**src/rtl/hamming_rx_frame_controller.sv**
```systemverilog
`default_nettype none
// ============================================================================
// Module   : hamming_rx_frame_controller
// Brief    : Single-clock capture/drain sequencer for the 15/11 Hamming RX path
// Revision : 1.0
// ============================================================================
module hamming_rx_frame_controller #(
    parameter int CODE_W   = 15,
    parameter int DATA_W   = 11,
    parameter int CNT_W    = 4,
    parameter int ERRCNT_W = 8
) (
    input  logic                CLK,
    input  logic                REST,
    input  logic                DEVICE_EN,
    input  logic                BIT_VALID,
    input  logic [3:0]          SYNDROME,
    input  logic                OUT_READY,
    input  logic                CLR_STATUS,
    output logic                IN_SHIFT_EN,
    output logic                WRITE_EN,
    output logic                SHIFT_EN,
    output logic                OUT_VALID,
    output logic                FRAME_DONE,
    output logic                OVERRUN,
    output logic [ERRCNT_W-1:0] ERR_COUNT,
    output logic                BUSY
);

    localparam logic [CNT_W-1:0]    CAP_LAST = CNT_W'(CODE_W - 1);
    localparam logic [CNT_W-1:0]    DRN_LAST = CNT_W'(DATA_W - 1);
    localparam logic [ERRCNT_W-1:0] ERR_MAX  = {ERRCNT_W{1'b1}};

    localparam logic [0:0] S_IDLE  = 1'b0;
    localparam logic [0:0] S_SHIFT = 1'b1;

    logic [0:0]          state_q, state_d;
    logic [CNT_W-1:0]    cap_cnt_q, cap_cnt_d;
    logic [CNT_W-1:0]    drn_cnt_q, drn_cnt_d;
    logic                frame_done_q, frame_done_d;
    logic                overrun_q, overrun_d;
    logic [ERRCNT_W-1:0] err_cnt_q, err_cnt_d;
    logic                w_accept;

    assign w_accept    = BIT_VALID & DEVICE_EN;
    assign IN_SHIFT_EN = w_accept;
    assign FRAME_DONE  = frame_done_q;
    assign OVERRUN     = overrun_q;
    assign ERR_COUNT   = err_cnt_q;

    // ---------------- FSM: state register ----------------
    always_ff @(posedge CLK or negedge REST) begin
        if (!REST) begin
            state_q <= S_IDLE;
        end else begin
            state_q <= state_d;
        end
    end

    // ---------------- FSM: next state ----------------
    always_comb begin
        state_d = state_q;
        case (state_q)
            S_IDLE: begin
                if (frame_done_q) begin
                    state_d = S_SHIFT;
                end
            end
            S_SHIFT: begin
                if (OUT_READY && (drn_cnt_q == DRN_LAST)) begin
                    state_d = S_IDLE;
                end
            end
            default: state_d = S_IDLE;
        endcase
    end

    // ---------------- FSM: outputs ----------------
    always_comb begin
        WRITE_EN  = 1'b0;
        SHIFT_EN  = 1'b0;
        OUT_VALID = 1'b0;
        BUSY      = 1'b0;
        case (state_q)
            S_IDLE: begin
                WRITE_EN = frame_done_q;
            end
            S_SHIFT: begin
                OUT_VALID = 1'b1;
                BUSY      = 1'b1;
                SHIFT_EN  = OUT_READY;
            end
            default: ;
        endcase
    end

    // ---------------- Counters and status ----------------
    always_comb begin
        cap_cnt_d    = cap_cnt_q;
        frame_done_d = 1'b0;
        if (!DEVICE_EN) begin
            cap_cnt_d = '0;
        end else if (BIT_VALID) begin
            if (cap_cnt_q == CAP_LAST) begin
                cap_cnt_d    = '0;
                frame_done_d = 1'b1;
            end else begin
                cap_cnt_d = cap_cnt_q + 1'b1;
            end
        end

        drn_cnt_d = drn_cnt_q;
        if (WRITE_EN) begin
            drn_cnt_d = '0;
        end else if (SHIFT_EN) begin
            drn_cnt_d = drn_cnt_q + 1'b1;
        end

        // A frame completing while the drain is busy is dropped and flagged.
        overrun_d = overrun_q | (frame_done_q & (state_q == S_SHIFT));
        err_cnt_d = err_cnt_q;
        if (WRITE_EN && (SYNDROME != 4'd0) && (err_cnt_q != ERR_MAX)) begin
            err_cnt_d = err_cnt_q + 1'b1;
        end
        if (CLR_STATUS) begin
            overrun_d = 1'b0;
            err_cnt_d = '0;
        end
    end

    always_ff @(posedge CLK or negedge REST) begin
        if (!REST) begin
            cap_cnt_q    <= '0;
            drn_cnt_q    <= '0;
            frame_done_q <= 1'b0;
            overrun_q    <= 1'b0;
            err_cnt_q    <= '0;
        end else begin
            cap_cnt_q    <= cap_cnt_d;
            drn_cnt_q    <= drn_cnt_d;
            frame_done_q <= frame_done_d;
            overrun_q    <= overrun_d;
            err_cnt_q    <= err_cnt_d;
        end
    end

endmodule
`default_nettype wire

```
**config.mk**
```make
export PLATFORM = sky130hd
export DESIGN_NAME = hamming_rx_frame_controller
export DESIGN_NICKNAME = d
export VERILOG_FILES = /design/src/rtl/hamming_rx_frame_controller.sv
export SDC_FILE = /design/constraint.sdc
export NUM_CORES = 1
export LEC_CHECK = 0
export CAP_MARGIN = 20
export CORE_MARGIN = 1.5
export CORE_UTILIZATION = 50
export CTS_BUF_LIST = sky130_fd_sc_hd__clkbuf_8
export DETAILED_ROUTE_END_ITERATION = 12
export PLACE_DENSITY = 0.81
export SYNTH_ARGS = -nofsm -noshare
export SYNTH_HDL_FRONTEND = slang
export SYNTH_SLANG_ARGS = --single-unit
```
**constraint.sdc**
```tcl
create_clock -name CLK -period 2.2 [get_ports CLK]
set_clock_uncertainty 0.15 [all_clocks]
set_input_delay 0.22 -clock CLK [delete_from_list [all_inputs] [get_ports CLK]]
set_output_delay 0.22 -clock CLK [all_outputs]
set_load 0.1 [all_outputs]
```
---- After elaboration in Yosys (flattened, before gate mapping) ----
Index checks and enable logic that the tools add are counted.
word-level totals
  flip-flop bits (word level) ............. 19
  output and inout bits ................... 15
  word-level logic and storage cells ...... 40
operators by class
  add/sub/neg operators ................... 3
  eq/ne operators ......................... 4
  muxes and demuxes ....................... 17
  bitwise gates (word level) .............. 4
  reductions and logical operators ........ 6
operators by type and width
  operator                                                         number
  4-bit two-way mux                                                5
  8-bit two-way mux                                                2
  1-bit two-way mux                                                9
  4-bit by 1-bit adder with 4-bit output, second input constant    2
  8-bit by 1-bit adder with 8-bit output, second input constant    1
  4-bit == test, second input constant                             2
  8-bit != test, second input constant                             1
  2-bit nonzero test                                               2
  4-bit nonzero test                                               1
  1-bit logical AND                                                3
  1-bit bitwise AND                                                2
  2-bit by 1-bit != test with 1-bit output, second input constant  1
  1-bit one-hot mux with 2 select lines                            1
  1-bit NOT                                                        1
  1-bit OR                                                         1

---- Depth between registers and ports, before layout ----
  word-level depth ........................ 5
  depth in mapped cells ................... 6
  gate-level depth less buffers ........... 6

---- Worst setup path before layout ----
OpenSTA, ideal clock, no wires.
  path type ............................... flip-flop to flip-flop
  start point ............................. register state_q
  end point ............................... register drn_cnt_q[3]
  setup time .............................. 0.126 ns
  arrival time ............................ 2.226 ns
  required time ........................... 1.924 ns
  slack ................................... -0.302 ns
  stages on the path, launching flop included .. 5
  clock period less this slack ............ 2.502 ns
  cells stage by stage .................... dfrtp_1 -> nand2_1 -> inv_1 -> nand4_1 -> mux2i_1
between the ends
  cells in the longest elaborated chain, start to end .. 2
  elaborated cells on any way between the ends .. 4
ends and longest elaborated chain
  item                                 line  RTL
  start, declared                      37    logic [0:0] state_q, state_d;
  start signal, assigned               56    state_q <= state_d;
  1-bit two-way mux                    84    case (state_q)
  net SHIFT_EN                         22    output logic SHIFT_EN,
  2-bit nonzero test (no source line)  -
  end signal, assigned                 140   drn_cnt_q <= drn_cnt_d;
  end, declared                        39    logic [CNT_W-1:0] drn_cnt_q, drn_cnt_d;
The timed path passes the listed nets, and every way through them passes these cells.
A chain may end at the register's enable or synchronous reset.

---- Worst setup path after layout ----
  start point ............................. register state_q
  end point ............................... register err_cnt_q[3], in the netlist ERR_COUNT[3]
between the ends
  cells in the longest elaborated chain, start to end .. 4
ends and longest elaborated chain
  item                                 line  RTL
  1-bit two-way mux                    84
  1-bit logical AND (2 in series)      122   if (WRITE_EN && (SYNDROME != 4'd0) && (err_cnt_q != ERR_MAX)) begin
  2-bit nonzero test (no source line)  -
  end signal, assigned                 143   err_cnt_q <= err_cnt_d;
  end, declared                        42    logic [ERRCNT_W-1:0] err_cnt_q, err_cnt_d;
No other way between the ends.

==> summary.md <==
| Metric | Value |
|---|---|
| Initial DRC count | 8 |
| ANT nets after route | 0 |
| Post-cts resize count | 0 |
| RSZ-0062 raised after global routing | no |
| Critical R2R Launch | state_q |
| Die width | 48.4 µm |
| Vias in the first global route | 852 |
| Setup tns final | 0 ns |
| TritonCTS Buffers | 3 |
| Asr flop ratio synth | 100% |
| Worst-Skew Late Latency | 0.25 ns |
| Port bufs | 24 |
| Cell taking the most area after synthesis | dfrtp_1 |
| Slowest cell on the critical path | or4_1 |
| Post-synthesis cell count | about 110 |
| Detail Placement HPWL | 1600 µm |
| Clock Path Buffers | 2 |
| Post-CTS Hold Buffers | 0 |
| Num rows | 16 |
| Chip Height | just under 50 µm |
| Cell Area, Synth | 1030 µm² |
| WP data required | about 2.2 ns |
| Setup violations, final | 0 |
| Share of the synthesized area in the top cell type | approximately 46% |
| GRT Residual Overflow | 0 |
| Crit Path Max Fanout | 12 |
| Clock transition at the registers of the reported paths | 0.08 ns |
| Post-CTS setup buffers | 0 |
| DR vias/cell | 5.52 |
| Sequential share of the synthesized area | 46.1% |
| Final wirelength | 2090 µm |
| Worst-margin pin slew | ~0.57 ns |
| Post-Syn Nets | 124 |
| Clk sinks | 19 |
| Slew headroom | 62.2% |
| Total GRT Usage | 19.7% |
| Setup crit end kind | flip-flop |
| CP Launch Type | flip-flop |
| Largest stage delay on the critical path | 0.51 ns |
| ANT cells | 0 |
| HP Class | primary input to async pin |
| Synth unique cells | 29 |
| Via count | 878 |
| Average size of a mapped cell | 9.46 µm² |
| Final nets | 148 |
| Ranking of synthesized cells by area | dfrtp_1 46%, ha_1 6.1%, a21oi_1 4.4% |
| Drt pass-1 iters | 4 |
| Buffers & Inverters on Critical Path | 0 |
| Final Max Slew Viols | 0 |
| VDD IR max | between 500 and 600 µV |
| Worst endpoint data arrival time | 1.87 ns |
| Status | complete, no violations |
| Critical Path, Cell by Cell | nand2b_4 -> or2_4 -> or4_1 -> a21oi_1 |
| Post-synth EDFFs | 0 |
| Fin util | between 60% and 70% |
| GP Congestion | 0.840 |
| Max-cap violations | 0 |
| Hold Violations, Final | 0 |
| Avg WL per Cell | roughly 13 µm |
| Die area | approximately 2300 µm² |
| Flops & latches, synth | 19 |
| Period utilization | 83.9% |
| Crit path max-delay family | simple AND/OR/NAND/NOR gates |
| First-pass GRT wire length | 3620 µm |
| Area growth, synth to finish | 28.6% |
| Most instantiated cells after synthesis | 19 x dfrtp_1, 10 x nand2_1, 9 x a21oi_1, 8 x nand3_1, 7 x nor2_1 |
| P_leak | just under 0.6 nW |
| Power Total | between 1 and 1.5 mW |
| Max Freq | 0.542 GHz |
| Tmin final | 1.84 ns |
| Most frequent cell after synthesis | dfrtp_1 |
| FILL cells | 161 |
| CTS tree | done |
| Initial antenna violation count | 0 |
| I/O Pins | 25 |
| Core area | 1940 µm² |
| Share of cells above drive strength 1 | 20.5% |
| Crit path launch | state_q |
| Largest net degree at the start of global routing | 20 |
| Max H-tree Level | 1 |
| Drt drc | 0 |
| PwrDens | 774 nW/µm² |
| Clk Tree Root Cell | clkbuf_8 |
| Top_reg_cell synth | dfrtp_1 |
| Critical path class | flip-flop to flip-flop |
| Initial core utilization | 53.1% |
| Syn. warnings | 0 |
## per-stage QoR
stage | setup WS [ns] | hold slack (ns) | std cells | area [µm²]
detailed placement | 0.242 | 0.330 | 155 | 1280
floorplan | 0.0121 | -0.226 | 109 | 1040
CTS | 0.342 | 0.147 | 159 | 1330
global placement | 0.305 | 0.317 | 155 | 1280
finish | 0.355 | 0.138 | 159 | 1330
global route | 0.266 | 0.182 | 159 | 1330
## flip-flops by register name, indices dropped and copies added (netlist names)
signal,cells
ERR_COUNT,8
FRAME_DONE,1
OVERRUN,1
cap_cnt_q,4
drn_cnt_q,4
state_q,1
## worst paths after layout
check | to | depth (start not counted) | slack, ns
min in group CLK | drn_cnt_q[3] | 1 | 0.33
max reg2reg | ERR_COUNT[3] | 4 | 0.36
min reg2reg | drn_cnt_q[3] | 1 | 0.33
min | ERR_COUNT[4] | 2 | 0.14
max in group asynchronous | ERR_COUNT[0] | 2 | 1.54
max | ERR_COUNT[3] | 4 | 0.36
## per-layer routing
metal,GRT usage [%],vias up,routed length [µm]
met4,9.05,0,30
met1,22.2,417,836
li1,-,433,-
met3,4.63,4,97
met2,35.4,24,1120
met5,0,-,0
## logic make-up after synthesis
group | after synthesis | share of synthesized area [%]
fa+ha+maj | 5 | 6.07
simple gates | 48 | 26.1
mux | 4 | 3.88
compound gates | 22 | 12.0
flops | 19 | 46.1
buf+inv | 11 | 5.83
## cells in the final DEF (no fill, tap or decap)
master	instances
dfrtp_1	15
nor3b_1	1
clkinvlp_4	1
clkdlybuf4s50_1	9
o21ai_0	6
or2_4	1
o21ai_1	2
nand2b_4	1
a21oi_1	9
buf_4	13
buf_12	3
or3b_1	1
nor2b_1	2
inv_1	4
nor4_1	3
nor2_1	7
o41ai_1	1
o21a_1	1
nand4b_1	1
o31ai_1	3
dfrtp_2	4
nand4_1	3
clkinv_2	1
clkbuf_8	3
ha_1	5
mux2i_1	4
nand2b_1	1
or3_1	1
nand3_1	8
and2_1	3
nand2_1	10
and3_1	1
or4_1	4
## cell type report
class | count | area (µm²) | area share [%]
multi-input cells | 79 | 495 | 37.4
flip-flops and latches | 19 | 480 | 36.2
repair buffers | 25 | 248 | 18.7
clock buffers | 3 | 41.3 | 3.11
well taps | 27 | 33.8 | 2.55
inverters | 5 | 22.5 | 1.70
clock inverters | 1 | 5.00 | 0.377
## power by group
group          total [mW]  switching, mW  internal (mW)  leakage [nW]
Sequential          0.447         0.0518          0.395         0.248
Clock               0.242          0.116          0.126        0.0255
Combinational       0.338          0.233          0.105         0.303
Total                1.03          0.401          0.626         0.576
No activity file was read; power rests on OpenSTA's default activity.
